--- src/rtl/data_bus_arbiter.sv ---
// Two-master round-robin arbiter for the memory controller's data port.
// One transaction in flight: IDLE -> ISSUE -> WAIT -> RESP, with exception abort and timeout.
module data_bus_arbiter #(
  parameter int TIMEOUT = 16
) (
  input  logic        clk,
  input  logic        reset,

  input  logic        m0_req,
  input  logic [31:0] m0_addr,
  input  logic        m0_we,
  input  logic [1:0]  m0_wsize,
  input  logic [31:0] m0_wdata,
  output logic        m0_gnt,
  output logic        m0_done,
  output logic [31:0] m0_rdata,
  output logic [2:0]  m0_err,

  input  logic        m1_req,
  input  logic [31:0] m1_addr,
  input  logic        m1_we,
  input  logic [1:0]  m1_wsize,
  input  logic [31:0] m1_wdata,
  output logic        m1_gnt,
  output logic        m1_done,
  output logic [31:0] m1_rdata,
  output logic [2:0]  m1_err,

  output logic [31:0] bus_addr,
  output logic        bus_we,
  output logic [1:0]  bus_wsize,
  output logic [31:0] bus_wdata,
  output logic        bus_valid,
  input  logic [31:0] bus_rdata,
  input  logic        bus_ready,
  input  logic [1:0]  bus_exc
);

  localparam int CW = $clog2(TIMEOUT + 1);

  typedef enum logic [1:0] {IDLE, ISSUE, WAIT, RESP} state_t;

  state_t        state, state_nxt;
  logic          owner;      // master owning the in-flight transaction
  logic          last_srv;   // master granted most recently
  logic [31:0]   lat_addr, lat_wdata;
  logic          lat_we;
  logic [1:0]    lat_wsize;
  logic [CW-1:0] cnt;

  logic          any_req, pick;
  logic          res_load;
  logic [31:0]   res_rdata;
  logic [2:0]    res_err;

  // NOTE: every signal written here gets a default first so no path leaves it unassigned
  // (which would infer a latch); blocking '=' is correct in combinational logic.
  always_comb begin
    state_nxt = state;
    any_req   = m0_req | m1_req;
    pick      = (m0_req && m1_req) ? ~last_srv : m1_req;
    res_load  = 1'b0;
    res_rdata = '0;
    res_err   = '0;
    m0_gnt    = 1'b0;
    m1_gnt    = 1'b0;
    m0_done   = 1'b0;
    m1_done   = 1'b0;
    bus_valid = 1'b0;

    case (state)
      IDLE: begin
        if (any_req) begin
          state_nxt = ISSUE;
          m0_gnt    = ~reset & ~pick;
          m1_gnt    = ~reset & pick;
        end
      end
      ISSUE: begin
        // Exceptions and the no-access window resolve here without touching a device.
        if (bus_exc != 2'b00) begin
          state_nxt = RESP;
          res_load  = 1'b1;
          res_err   = {1'b0, bus_exc};
        end else if (lat_wsize == 2'b11) begin
          state_nxt = RESP;
          res_load  = 1'b1;
        end else begin
          state_nxt = WAIT;
        end
      end
      WAIT: begin
        bus_valid = 1'b1;
        if (bus_ready) begin
          state_nxt = RESP;
          res_load  = 1'b1;
          res_rdata = lat_we ? 32'h0 : bus_rdata;
        end else if (cnt == CW'(TIMEOUT - 1)) begin
          state_nxt = RESP;
          res_load  = 1'b1;
          res_err   = 3'b100;
        end
      end
      RESP: begin
        state_nxt = IDLE;
        m0_done   = ~reset & ~owner;
        m1_done   = ~reset & owner;
      end
      default: state_nxt = IDLE;
    endcase
  end

  // NOTE: sequential state uses non-blocking '<=' so every register samples pre-edge values.
  always_ff @(posedge clk) begin
    if (reset) state <= IDLE;
    else       state <= state_nxt;
  end

  always_ff @(posedge clk) begin
    if (reset) begin
      owner     <= 1'b0;
      last_srv  <= 1'b1;
      lat_addr  <= '0;
      lat_we    <= 1'b0;
      lat_wsize <= 2'b11;
      lat_wdata <= '0;
      cnt       <= '0;
      m0_rdata  <= '0;
      m0_err    <= '0;
      m1_rdata  <= '0;
      m1_err    <= '0;
    end else begin
      if (state == IDLE && any_req) begin
        owner     <= pick;
        last_srv  <= pick;
        lat_addr  <= pick ? m1_addr  : m0_addr;
        lat_we    <= pick ? m1_we    : m0_we;
        lat_wsize <= pick ? m1_wsize : m0_wsize;
        lat_wdata <= pick ? m1_wdata : m0_wdata;
      end

      if (state == ISSUE)
        cnt <= '0;
      else if (state == WAIT && state_nxt == WAIT)
        cnt <= cnt + CW'(1);

      // Result lands in the owner's registers on entry to RESP, so it is valid with done.
      if (res_load) begin
        if (owner) begin
          m1_rdata <= res_rdata;
          m1_err   <= res_err;
        end else begin
          m0_rdata <= res_rdata;
          m0_err   <= res_err;
        end
      end
    end
  end

  assign bus_addr  = lat_addr;
  assign bus_we    = lat_we;
  assign bus_wsize = lat_wsize;
  assign bus_wdata = lat_wdata;

endmodule
--- config.mk ---
export PLATFORM = sky130hd
export DESIGN_NAME = data_bus_arbiter
export DESIGN_NICKNAME = d
export VERILOG_FILES = /design/src/rtl/data_bus_arbiter.sv
export SDC_FILE = /design/constraint.sdc
export NUM_CORES = 1
export LEC_CHECK = 0
export BUFFER_PORTS_ARGS = -buffer_cell sky130_fd_sc_hd__buf_4
export CORE_AREA = 2 2 123 125
export CTS_BUF_LIST = sky130_fd_sc_hd__clkbuf_16
export CTS_CLUSTER_DIAMETER = 150
export CTS_CLUSTER_SIZE = 24
export DETAILED_ROUTE_END_ITERATION = 8
export DIE_AREA = 0 0 125 127
export HOLD_SLACK_MARGIN = 0.03
export PLACE_DENSITY_LB_ADDON = 0.2
export SLEW_MARGIN = 20
export SYNTH_ARGS = -nofsm -noshare
export SYNTH_HDL_FRONTEND = slang
export SYNTH_SLANG_ARGS = --single-unit
--- constraint.sdc ---
create_clock -name clk -period 2.1 [get_ports clk]
set_input_delay 0 -clock clk [delete_from_list [all_inputs] [get_ports clk]]
set_output_delay 0 -clock clk [all_outputs]
set_load 0.02 [all_outputs]
==> run_results.csv, run 1 <==
group,metric,value,unit
sta,maxSlewViolCount,0,
floorplanning,start_util,42.13,%
floorplanning,fp.dieW,125,um
cts,cts_tree,"built",
min_path,whs_path_depth,3,
routing,num_vias,6652,
logic_synthesis,ys_types,50,
global_routing,grt_overflow_total,0,
logic_synthesis,synth_top_area_share,48.10,%
logic_synthesis,synth-seq-cells,146,
logic_synthesis,synthFlopType,"dfxtp_1",
routing,dr_wl_met2,12240,um
routing,routed.top_layer,"met4",
routing,drt-met1-wl,8870,um
power,internal_power,0.006824,W
final_layout,drive_above_1_share,35.01,%
routing,totalWireLength,23750,um
power,p_clk_share,27.7,%
global_routing,grt_pass1_vias,7055,
cts,clock_sinks,146,
logic_synthesis,synth-edff-count,0,
final_layout,postLayoutCoreUtil,75.85,%
cts,clk_pin_slew,0.06,ns
cts,clock-root-buffer,"clkbuf_16",
global_routing,grt_usage,28.60,%
placed_design,port_buffers,314,
sta,tightest_slew,0.5295,ns
power,swShare,33.92,%
power,netSwitchingPower,0.003504,W
worst_setup_path,required,2.44,ns
routing,ant_nets,0,
sta,final.setup.tns,0,ns
sta,clock.fmax,0.5061,GHz
cts,clock_latency,0.42,ns
routing,drt-pass1-iter-count,5,
final_layout,layout_commonest_cell,"buf_4",
sta,finalHoldViolCount,0,
final_layout,nets,1237,
final_layout,syn2layout_area_growth,80.03,%
power,p_seq_share,34.1,%
global_routing,grt_max_degree,69,
worst_setup_path,r2r_cells,8,
cts,max-clock-path-buffers,2,
floorplanning,rows,44,
logic_synthesis,yosys.area.top_type,"dfxtp_1",
sta,setup_violations,0,
min_path,hold_start,"m0_addr[29]",
sta,fin_crit,1.976,ns
routing,met3_length,1688,um
logic_synthesis,yosysSeqAreaShare,48.10,%
final_layout,layout_common_cells,"326 x buf_4, 173 x dlygate4sd3_1, 145 x dfxtp_1",
worst_setup_path,reg2reg_setup_slack,0.12,ns
worst_setup_path,cp_max_fo,35,
min_path,hold_path_end,"bus_addr[29]",
min_path,hold_class,"in -> reg",
outcome,outcome,"completed",
sta,worst_clock_skew,0.01363,ns
power,power_leakage,5.232,nW
logic_synthesis,avgSynthCellArea,10.50,um^2
final_layout,fillers,866,
flow_run,maxCapViolCount,0,
routing,drc_errors,0,
global_routing,grt_pass1_wl,36330,um
floorplanning,die_y,127,um
worst_setup_path,worst-setup-path-type,"reg -> reg",
power,vdd_ir_drop_max,0.0005739,V
logic_synthesis,synthArstFlopShare,0,%
worst_setup_path,r2r-start,"cnt[0]",
worst_setup_path,crit_path_end_kind,"flip-flop",
logic_synthesis,synth_warnings,0,
floorplanning,io_pins,315,
worst_setup_path,critPathLaunchType,"flip-flop",
floorplanning,core-area,14420,um^2
logic_synthesis,synth_area_leaders,"dfxtp_1 48%, mux2i_1 12%, nand2b_1 7.4%",
power,p_comb_share,38.2,%
logic_synthesis,syn-cell-area,6077,um^2
sta,slew_headroom,64.57,%
worst_setup_path,timing.rr.end,"m0_rdata[22]",
routing,drt-initial-drc-count,382,
routing,avgViaCountPerCell,5.292,
worst_setup_path,crit_arrival,2.31,ns
sta,finalCritPeriodShare,94.09,%
global_routing,antenna_found_initial,2,
sta,rsz0062_at_grt,"false",
logic_synthesis,syn_nets,758,
power,p_per_area,944.0,nW/um^2
placed_design,gp_congestion,0.8311,
logic_synthesis,netlist_instances,579,
cts,numCtsBuffers,17,
placed_design,place_hpwl,13570,um
floorplanning,dieArea,15880,um^2
cts,htreeDepth,4,
routing,wl_per_cell,18.89,um
[worst max-delay path, stage by stage, from the launching register on]
cell,delay [ns]
dfxtp_1,0.37
ha_1,0.26
and3_1,0.20
ha_1,0.21
nor2_1,0.10
o22ai_1,0.12
nand2b_2,0.13
buf_12,0.27
mux2i_1,0.23
[synthesized netlist by cell type (all sizes together), types with 2 or more instances]
cell and instances:
mux2i 75, o21ai 3, nor3 4, a211oi 5
clkbuf 21, o211ai 4, nor4 2, and2 44
nor2 15, nor2b 2, o211a 2, inv 6
dfxtp 146, o2bb2ai 14, nand2 40, a211o 3
or4b 2, nand3 5, a21oi 2, nand2b 72
and3 2, a222oi 6, a22oi 14, ha 6
a221o 42, nand4b 2, buf 25
[worst max-delay path by stage]
stage | from | endpoint | slack [ns] | depth (start not counted)
2_1_floorplan | cnt[0] | m0_err[2] | 0.28 | 9
3_3_place_gp | cnt[0] | cnt[4] | 0.21 | 7
3_5_place_dp | cnt[0] | cnt[4] | 0.13 | 7
4_1_cts | state[1] | bus_addr[27] | 0.03 | 6
5_1_grt | state[1] | bus_addr[27] | 0.02 | 8
6_report | cnt[0] | m0_rdata[22] | 0.12 | 8
[metal layers]
| layer | GRT usage [%] | vias up |
|---|---|---|
| li1 | - | 3056 |
| met1 | 30.80 | 3165 |
| met2 | 51.47 | 351 |
| met3 | 7.831 | 80 |
| met4 | 14.84 | 0 |
| met5 | 0 | - |
[sequential cells by signal (all words and copies together) (netlist names)]
register,cells
state,2
last_srv,1
m0_rdata,32
bus_addr,32
cnt,5
bus_we,1
m1_rdata,32
bus_wdata,32
owner,1
m0_err,3
m1_err,3
bus_wsize,2
[per-stage QoR]
| step | hold WS, ns | std cells | worst slack [ns] | total power, W | instance area [um^2] |
|---|---|---|---|---|---|
| final | 0.3235 | 1257 | 0.1240 | 0.01033 | 10940 |
| after global routing | 0.3253 | 1257 | 0.02465 | 0.01073 | 10940 |
| after CTS | 0.3049 | 1250 | 0.02871 | 0.009994 | 10870 |
| after detailed placement | 0.1957 | 1043 | 0.1301 | 0.006777 | 8563 |
| after global placement | 0.1951 | 1043 | 0.2071 | 0.006710 | 8563 |
| after floorplan | 0.1067 | 579 | 0.2794 | 0.005486 | 6077 |
[cell type report]
type | count | area, um^2 | share of cell area, %
clock buffers | 17 | 425.4 | 3.888
well taps | 184 | 230.2 | 2.104
diodes | 2 | 5.005 | 0.04575
clock inverters | 15 | 127.6 | 1.167
multi-input cells | 383 | 2935 | 26.83
repair buffers | 504 | 4270 | 39.03
inverters | 6 | 22.52 | 0.2059
flip-flops and latches | 146 | 2924 | 26.73
[power groups by stage]
stage               logic (W)  registers (W)  clock network, W
finish                0.00394        0.00352           0.00286
global route          0.00416        0.00355           0.00302
detailed placement    0.00328        0.00350                 0
global placement      0.00322        0.00349                 0
CTS                   0.00363        0.00346           0.00290
floorplan             0.00155        0.00394                 0
[cell families after synthesis]
family | after synthesis | share of synthesized area, %
mux | 75 | 12.35
flops | 146 | 48.10
fa+ha+maj | 6 | 1.235
buf+inv | 52 | 4.694
simple gates | 197 | 18.43
compound gates | 103 | 15.19
[repair_timing]
action,in CTS,in global routing
hold buffers,173,0
gates resized for setup,2,8
endpoints found under the hold margin,140,0
setup endpoints to repair,2,31
pin swaps,0,1
setup buffers,1,4
cloned,1,1
(Power assumes the default switching activity.)
==> run 2, diff against run 1 <==
--- a/config.mk
+++ b/config.mk
@@ -6,12 +6,13 @@
 export NUM_CORES = 1
 export LEC_CHECK = 0
 export BUFFER_PORTS_ARGS = -buffer_cell sky130_fd_sc_hd__buf_4
-export CORE_AREA = 2 2 123 125
+export CORE_ASPECT_RATIO = 0.9
+export CORE_MARGIN = 1.5
+export CORE_UTILIZATION = 30
 export CTS_BUF_LIST = sky130_fd_sc_hd__clkbuf_16
-export CTS_CLUSTER_DIAMETER = 150
+export CTS_CLUSTER_DIAMETER = 120
 export CTS_CLUSTER_SIZE = 24
 export DETAILED_ROUTE_END_ITERATION = 8
-export DIE_AREA = 0 0 125 127
 export HOLD_SLACK_MARGIN = 0.03
 export PLACE_DENSITY_LB_ADDON = 0.2
 export SLEW_MARGIN = 20
==> run 2 against run 1 <==
Against the previous run:
- the run now ends with design-rule violations left
- power down 0.98%
- clock power up 5%
- combinational power down 5%
- routed wire length decreased by 9.6%
- via count shrank 6.5%
- critical path depth down 1
- sequential power decreased by 2%
- core utilization down 20 points
- worst setup slack better by 0.027 ns
- largest cell class unchanged
- largest power group unchanged
==> run_results.csv, run 2 (same netlist as run 1, synthesis figures left out) <==
group,metric,value,unit
cts,htreeDepth,4,
global_routing,grt_usage,19.72,%
final_layout,postLayoutCoreUtil,55.54,%
routing,dr_wl_met2,10320,um
worst_setup_path,worst-setup-path-type,"reg -> reg",
outcome,violations,"design-rule violations",
cts,max-clock-path-buffers,2,
floorplanning,start_util,30.50,%
routing,drt-pass1-iter-count,8,
sta,rsz0062_at_grt,"false",
cts,cts_tree,"built",
sta,finalCritPeriodShare,92.83,%
worst_setup_path,cp_max_fo,21,
routing,wl_per_cell,16.21,um
sta,worst_clock_skew,0.01190,ns
cts,clock_latency,0.42,ns
routing,met3_length,1596,um
global_routing,grt_max_degree,57,
worst_setup_path,required,2.46,ns
final_layout,layout_commonest_cell,"buf_4",
floorplanning,core-area,19930,um^2
placed_design,place_area,8716,um^2
final_layout,drive_above_1_share,35.05,%
floorplanning,fp.dieW,153.0,um
cts,clock-root-buffer,"clkbuf_16",
routing,drt-initial-drc-count,357,
flow_run,maxCapViolCount,0,
min_path,whs_path_depth,4,
global_routing,grt_pass1_vias,6427,
cts,numCtsBuffers,17,
sta,setup_violations,0,
sta,maxSlewViolCount,0,
routing,avgViaCountPerCell,4.696,
cts,cts_setup_buffers,0,
outcome,outcome,"finished with violations",
sta,final.setup.tns,0,ns
routing,totalWireLength,21460,um
sta,slew_headroom,51.19,%
routing,routed.top_layer,"met4",
floorplanning,die_y,138.0,um
final_layout,fillers,1730,
placed_design,port_buffers,314,
routing,drt-met1-wl,8967,um
floorplanning,io_pins,315,
cts,clk_pin_slew,0.07,ns
worst_setup_path,critPathLaunchType,"flip-flop",
worst_setup_path,slowest_delay,0.56,ns
power,power_leakage,5.239,nW
worst_setup_path,crit_path_end_kind,"flip-flop",
cts,clock_sinks,146,
routing,num_vias,6217,
placed_design,gp_congestion,0.7505,
worst_setup_path,reg2reg_setup_slack,0.15,ns
sta,tightest_slew,0.7293,ns
worst_setup_path,path_cells,"inv_1 -> ha_4 -> and2_4 -> buf_4 -> a22oi_1 -> o2bb2ai_1 -> dlygate4sd3_1",
global_routing,grt_pass1_wl,33170,um
global_routing,antenna_found_initial,2,
final_layout,syn2layout_area_growth,82.09,%
sta,fin_crit,1.949,ns
worst_setup_path,r2r_cells,7,
final_layout,nets,1233,
routing,ant_nets,0,
power,vdd_ir_drop_max,0.0005701,V
worst_setup_path,crit_arrival,2.31,ns
worst_setup_path,slowest_stage,"dlygate4sd3_1",
floorplanning,rows,49,
routing,drc_errors,20,
power,p_per_area,924.1,nW/um^2
sta,clock.fmax,0.5130,GHz
min_path,hold_class,"in -> reg",
placed_design,place_hpwl,13600,um
global_routing,grt_overflow_total,0,
final_layout,final_cell_area,11070,um^2
final_layout,layout_common_cells,"322 x buf_4, 172 x dlygate4sd3_1, 146 x dfxtp_1",
sta,finalHoldViolCount,0,
floorplanning,dieArea,21120,um^2
==> run 2: cell types whose count changed in the layout (fill, tap and decap cells not counted), moves of 3 or more <==
cell | previous run | this run
inv_8 | 0 | 3
buf_4 | 326 | 322
clkinv_2 | 5 | 1
buf_12 | 4 | 7
inv_6 | 0 | 3
==> run 2: path summary, 6_finish.rpt <==
path / start / to
min: m0_req / cnt[4]
max reg2reg: state[1] / bus_addr[13]
min reg2reg: cnt[4] / cnt[4]
max: state[1] / bus_addr[13]
==> run 2: metal layers <==
metal,vias up,GRT usage [%]
met4,0,7.998
met3,37,5.486
met1,2902,23.27
met5,-,0
li1,3037,-
met2,241,33.76
==> run 2: layout make-up <==
| cell class | count | area, um^2 | share of cell area [%] |
|---|---|---|---|
| well taps | 255 | 319.1 | 2.883 |
| clock inverters | 15 | 152.6 | 1.379 |
| flip-flops and latches | 146 | 2923 | 26.41 |
| repair buffers | 502 | 4304 | 38.90 |
| diodes | 2 | 5.005 | 0.04523 |
| clock buffers | 17 | 425.4 | 3.844 |
| multi-input cells | 381 | 2914 | 26.33 |
| inverters | 6 | 22.52 | 0.2035 |
==> run 2: power breakdown <==
| group | switching, W | total [W] | internal [W] |
|---|---|---|---|
| combinational | 0.00193 | 0.00376 | 0.00183 |
| clock | 0.00133 | 0.00301 | 0.00167 |
| sequential | 0.000259 | 0.00346 | 0.00320 |
| total | 0.00352 | 0.0102 | 0.00670 |
==> run 2: timing repair <==
action	4_1_cts	5_1_grt
gates resized for setup	0	4
hold endpoints to repair	140	0
setup endpoints to repair	0	2
hold buffers	172	0
==> run 2: worst max-delay path: cells and delay by family, from the launching register on <==
family,cells,cell delay [ns]
AOI/OAI and AO/OA,2,0.31
adders and majority gates,1,0.18
DFF,1,0.32
buffers and inverters,3,0.93
and+or+nand+nor,1,0.15
==> run 2: stage by stage <==
stage / hold WS (ns) / worst slack, ns / cells / total power (W)
after floorplan: 0.1067 / 0.2794 / 579 / 0.005486
after global placement: 0.2009 / 0.1955 / 1117 / 0.006887
after detailed placement: 0.2045 / 0.1961 / 1117 / 0.006885
after CTS: 0.03446 / 0.01639 / 1321 / 0.01020
after global routing: 0.07650 / 0.03377 / 1324 / 0.01074
final: 0.07873 / 0.1506 / 1324 / 0.01023
==> run 3, diff against run 2 <==
--- a/config.mk
+++ b/config.mk
@@ -13,8 +13,9 @@
 export CTS_CLUSTER_DIAMETER = 120
 export CTS_CLUSTER_SIZE = 24
 export DETAILED_ROUTE_END_ITERATION = 8
-export HOLD_SLACK_MARGIN = 0.03
+export MAX_ROUTING_LAYER = met4
 export PLACE_DENSITY_LB_ADDON = 0.2
+export RECOVER_POWER = 100
 export SLEW_MARGIN = 20
 export SYNTH_ARGS = -nofsm -noshare
 export SYNTH_HDL_FRONTEND = slang
==> run 3 against run 2 <==
Against the previous run:
- the run still ends with design-rule violations left
- final cell count about the same
- clock power about the same
- global-route usage grew 0.59 points
- clock skew increased by 0.00074 ns
- core utilization down 3.0 points
- critical path depth unchanged
- non-clock buffer count shrank 1
- worst hold slack worse by 0.070 ns
- clock-buffer cell count unchanged
- register-to-register slack barely moved
- routed wire length decreased by 0.20%
- combinational power is 10% lower
- largest power group is now sequential cells
==> run_results.csv, run 3 (same netlist as run 1, synthesis figures left out) <==
group,metric,value,unit
outcome,outcome,"finished with violations",
outcome,violations,"design-rule violations",
global_routing,grt_pass1_vias,6432,
floorplanning,fp.dieW,153.0,um
cts,clock_latency,0.42,ns
floorplanning,io_pins,315,
final_layout,nets,1232,
min_path,whs_path_depth,3,
routing,drc_errors,20,
worst_setup_path,crit_arrival,2.26,ns
power,p_per_area,937.2,nW/um^2
cts,numCtsBuffers,17,
routing,avgViaCountPerCell,4.674,
sta,rsz0062_at_grt,"false",
final_layout,postLayoutCoreUtil,52.57,%
placed_design,port_buffers,314,
final_layout,drive_above_1_share,21.48,%
cts,clock-root-buffer,"clkbuf_16",
floorplanning,die_y,138.0,um
routing,num_vias,6184,
cts,max-clock-path-buffers,2,
worst_setup_path,critPathLaunchType,"flip-flop",
final_layout,fillers,1898,
worst_setup_path,crit_path_end_kind,"flip-flop",
sta,finalCritPeriodShare,93.01,%
routing,wl_per_cell,16.19,um
worst_setup_path,cp_max_fo,28,
power,vdd_ir_drop_max,0.0005642,V
routing,drt-pass1-iter-count,8,
sta,tightest_slew,0.7486,ns
routing,ant_nets,0,
final_layout,syn2layout_area_growth,72.37,%
placed_design,gp_congestion,0.7601,
worst_setup_path,r2r_cells,7,
worst_setup_path,required,2.40,ns
sta,fin_crit,1.953,ns
cts,clk_pin_slew,0.07,ns
floorplanning,start_util,30.50,%
worst_setup_path,r2r-start,"state[1]",
global_routing,grt_usage,20.31,%
sta,finalHoldViolCount,0,
sta,final.setup.tns,0,ns
routing,totalWireLength,21420,um
sta,slew_headroom,50.09,%
worst_setup_path,worst-setup-path-type,"reg -> reg",
floorplanning,rows,49,
cts,clock_sinks,146,
flow_run,maxCapViolCount,0,
min_path,hold_start,"m0_req",
worst_setup_path,reg2reg_setup_slack,0.15,ns
sta,maxSlewViolCount,0,
cts,cts_tree,"built",
floorplanning,core-area,19930,um^2
routing,drt-initial-drc-count,356,
sta,setup_violations,0,
global_routing,grt_overflow_total,0,
sta,clock.fmax,0.5120,GHz
placed_design,place_hpwl,13600,um
worst_setup_path,timing.rr.end,"bus_wdata[22]",
final_layout,multi_input_area,2899,um^2
final_layout,layout_common_cells,"180 x buf_4, 171 x dlygate4sd3_1, 146 x dfxtp_1",
global_routing,grt_max_degree,57,
sta,worst_clock_skew,0.01264,ns
floorplanning,dieArea,21120,um^2
min_path,hold_class,"in -> reg",
final_layout,final-seq-area,2923,um^2
min_path,hold_path_end,"state[0]",
final_layout,layout_commonest_cell,"buf_4",
power,power_leakage,4.604,nW
cts,htreeDepth,4,
cts,cts_setup_buffers,0,
global_routing,antenna_found_initial,2,
global_routing,grt_pass1_wl,33100,um
-- run 3: layer usage --
metal	part of all wire (%)	vias up	track usage (%)	wire length, um
li1	-	3035	-	-
met1	43	2868	23.74	9205
met2	48	243	33.73	10260
met3	6.4	38	4.702	1364
met4	2.7	0	7.998	584
met5	0	-	-	0
-- run 3: critical path: stages (launching register included) --
cell and delay (ns):
dfxtp_1 0.35, inv_1 0.09, ha_4 0.19, nand2_1 0.08
a21oi_2 0.04, and2b_1 0.19, clkbuf_2 0.46, a221o_1 0.44
-- run 3: final cells by class --
cell class              count  area share [%]
repair buffers            501           35.60
multi-input cells         381           27.68
well taps                 255           3.046
clock inverters            15           1.457
inverters                   6          0.2150
flip-flops and latches    146           27.90
diodes                      2         0.04778
clock buffers              17           4.061
-- run 3: power breakdown --
group	internal (W)	switching (W)	total [W]
Sequential	0.00320	0.000244	0.00344
Clock	0.00167	0.00133	0.00300
Combinational	0.00146	0.00192	0.00338
-- run 3: how the worst max path moves through the flow --
stage	from	cells past startpoint	slack, ns	endpoint
2_1_floorplan	cnt[0]	9	0.28	m0_err[2]
3_3_place_gp	cnt[0]	7	0.20	cnt[4]
3_5_place_dp	cnt[0]	7	0.20	cnt[4]
4_1_cts	state[1]	8	0.02	bus_addr[13]
5_1_grt	state[1]	8	0.02	bus_addr[13]
6_report	state[1]	7	0.15	bus_wdata[22]
-- run 3: what timing repair did --
item / in CTS / in global routing
hold buffers: 171 / 0
setup endpoints to repair: 0 / 2
resized for setup: 0 / 4
hold endpoints to repair: 138 / 0
-- run 3: metrics by stage --
| step | hold slack, ns | total power [W] | worst slack, ns | cells | cell area, um^2 |
|---|---|---|---|---|---|
| global placement | 0.2009 | 0.006887 | 0.1955 | 1117 | 8716 |
| finish | 0.008518 | 0.009817 | 0.1468 | 1323 | 10480 |
| CTS | 0.0002180 | 0.01020 | 0.01639 | 1320 | 11010 |
| floorplan | 0.1067 | 0.005486 | 0.2794 | 579 | 6077 |
| detailed placement | 0.2045 | 0.006885 | 0.1961 | 1117 | 8716 |
| global route | 0.02413 | 0.01034 | 0.02086 | 1323 | 10480 |
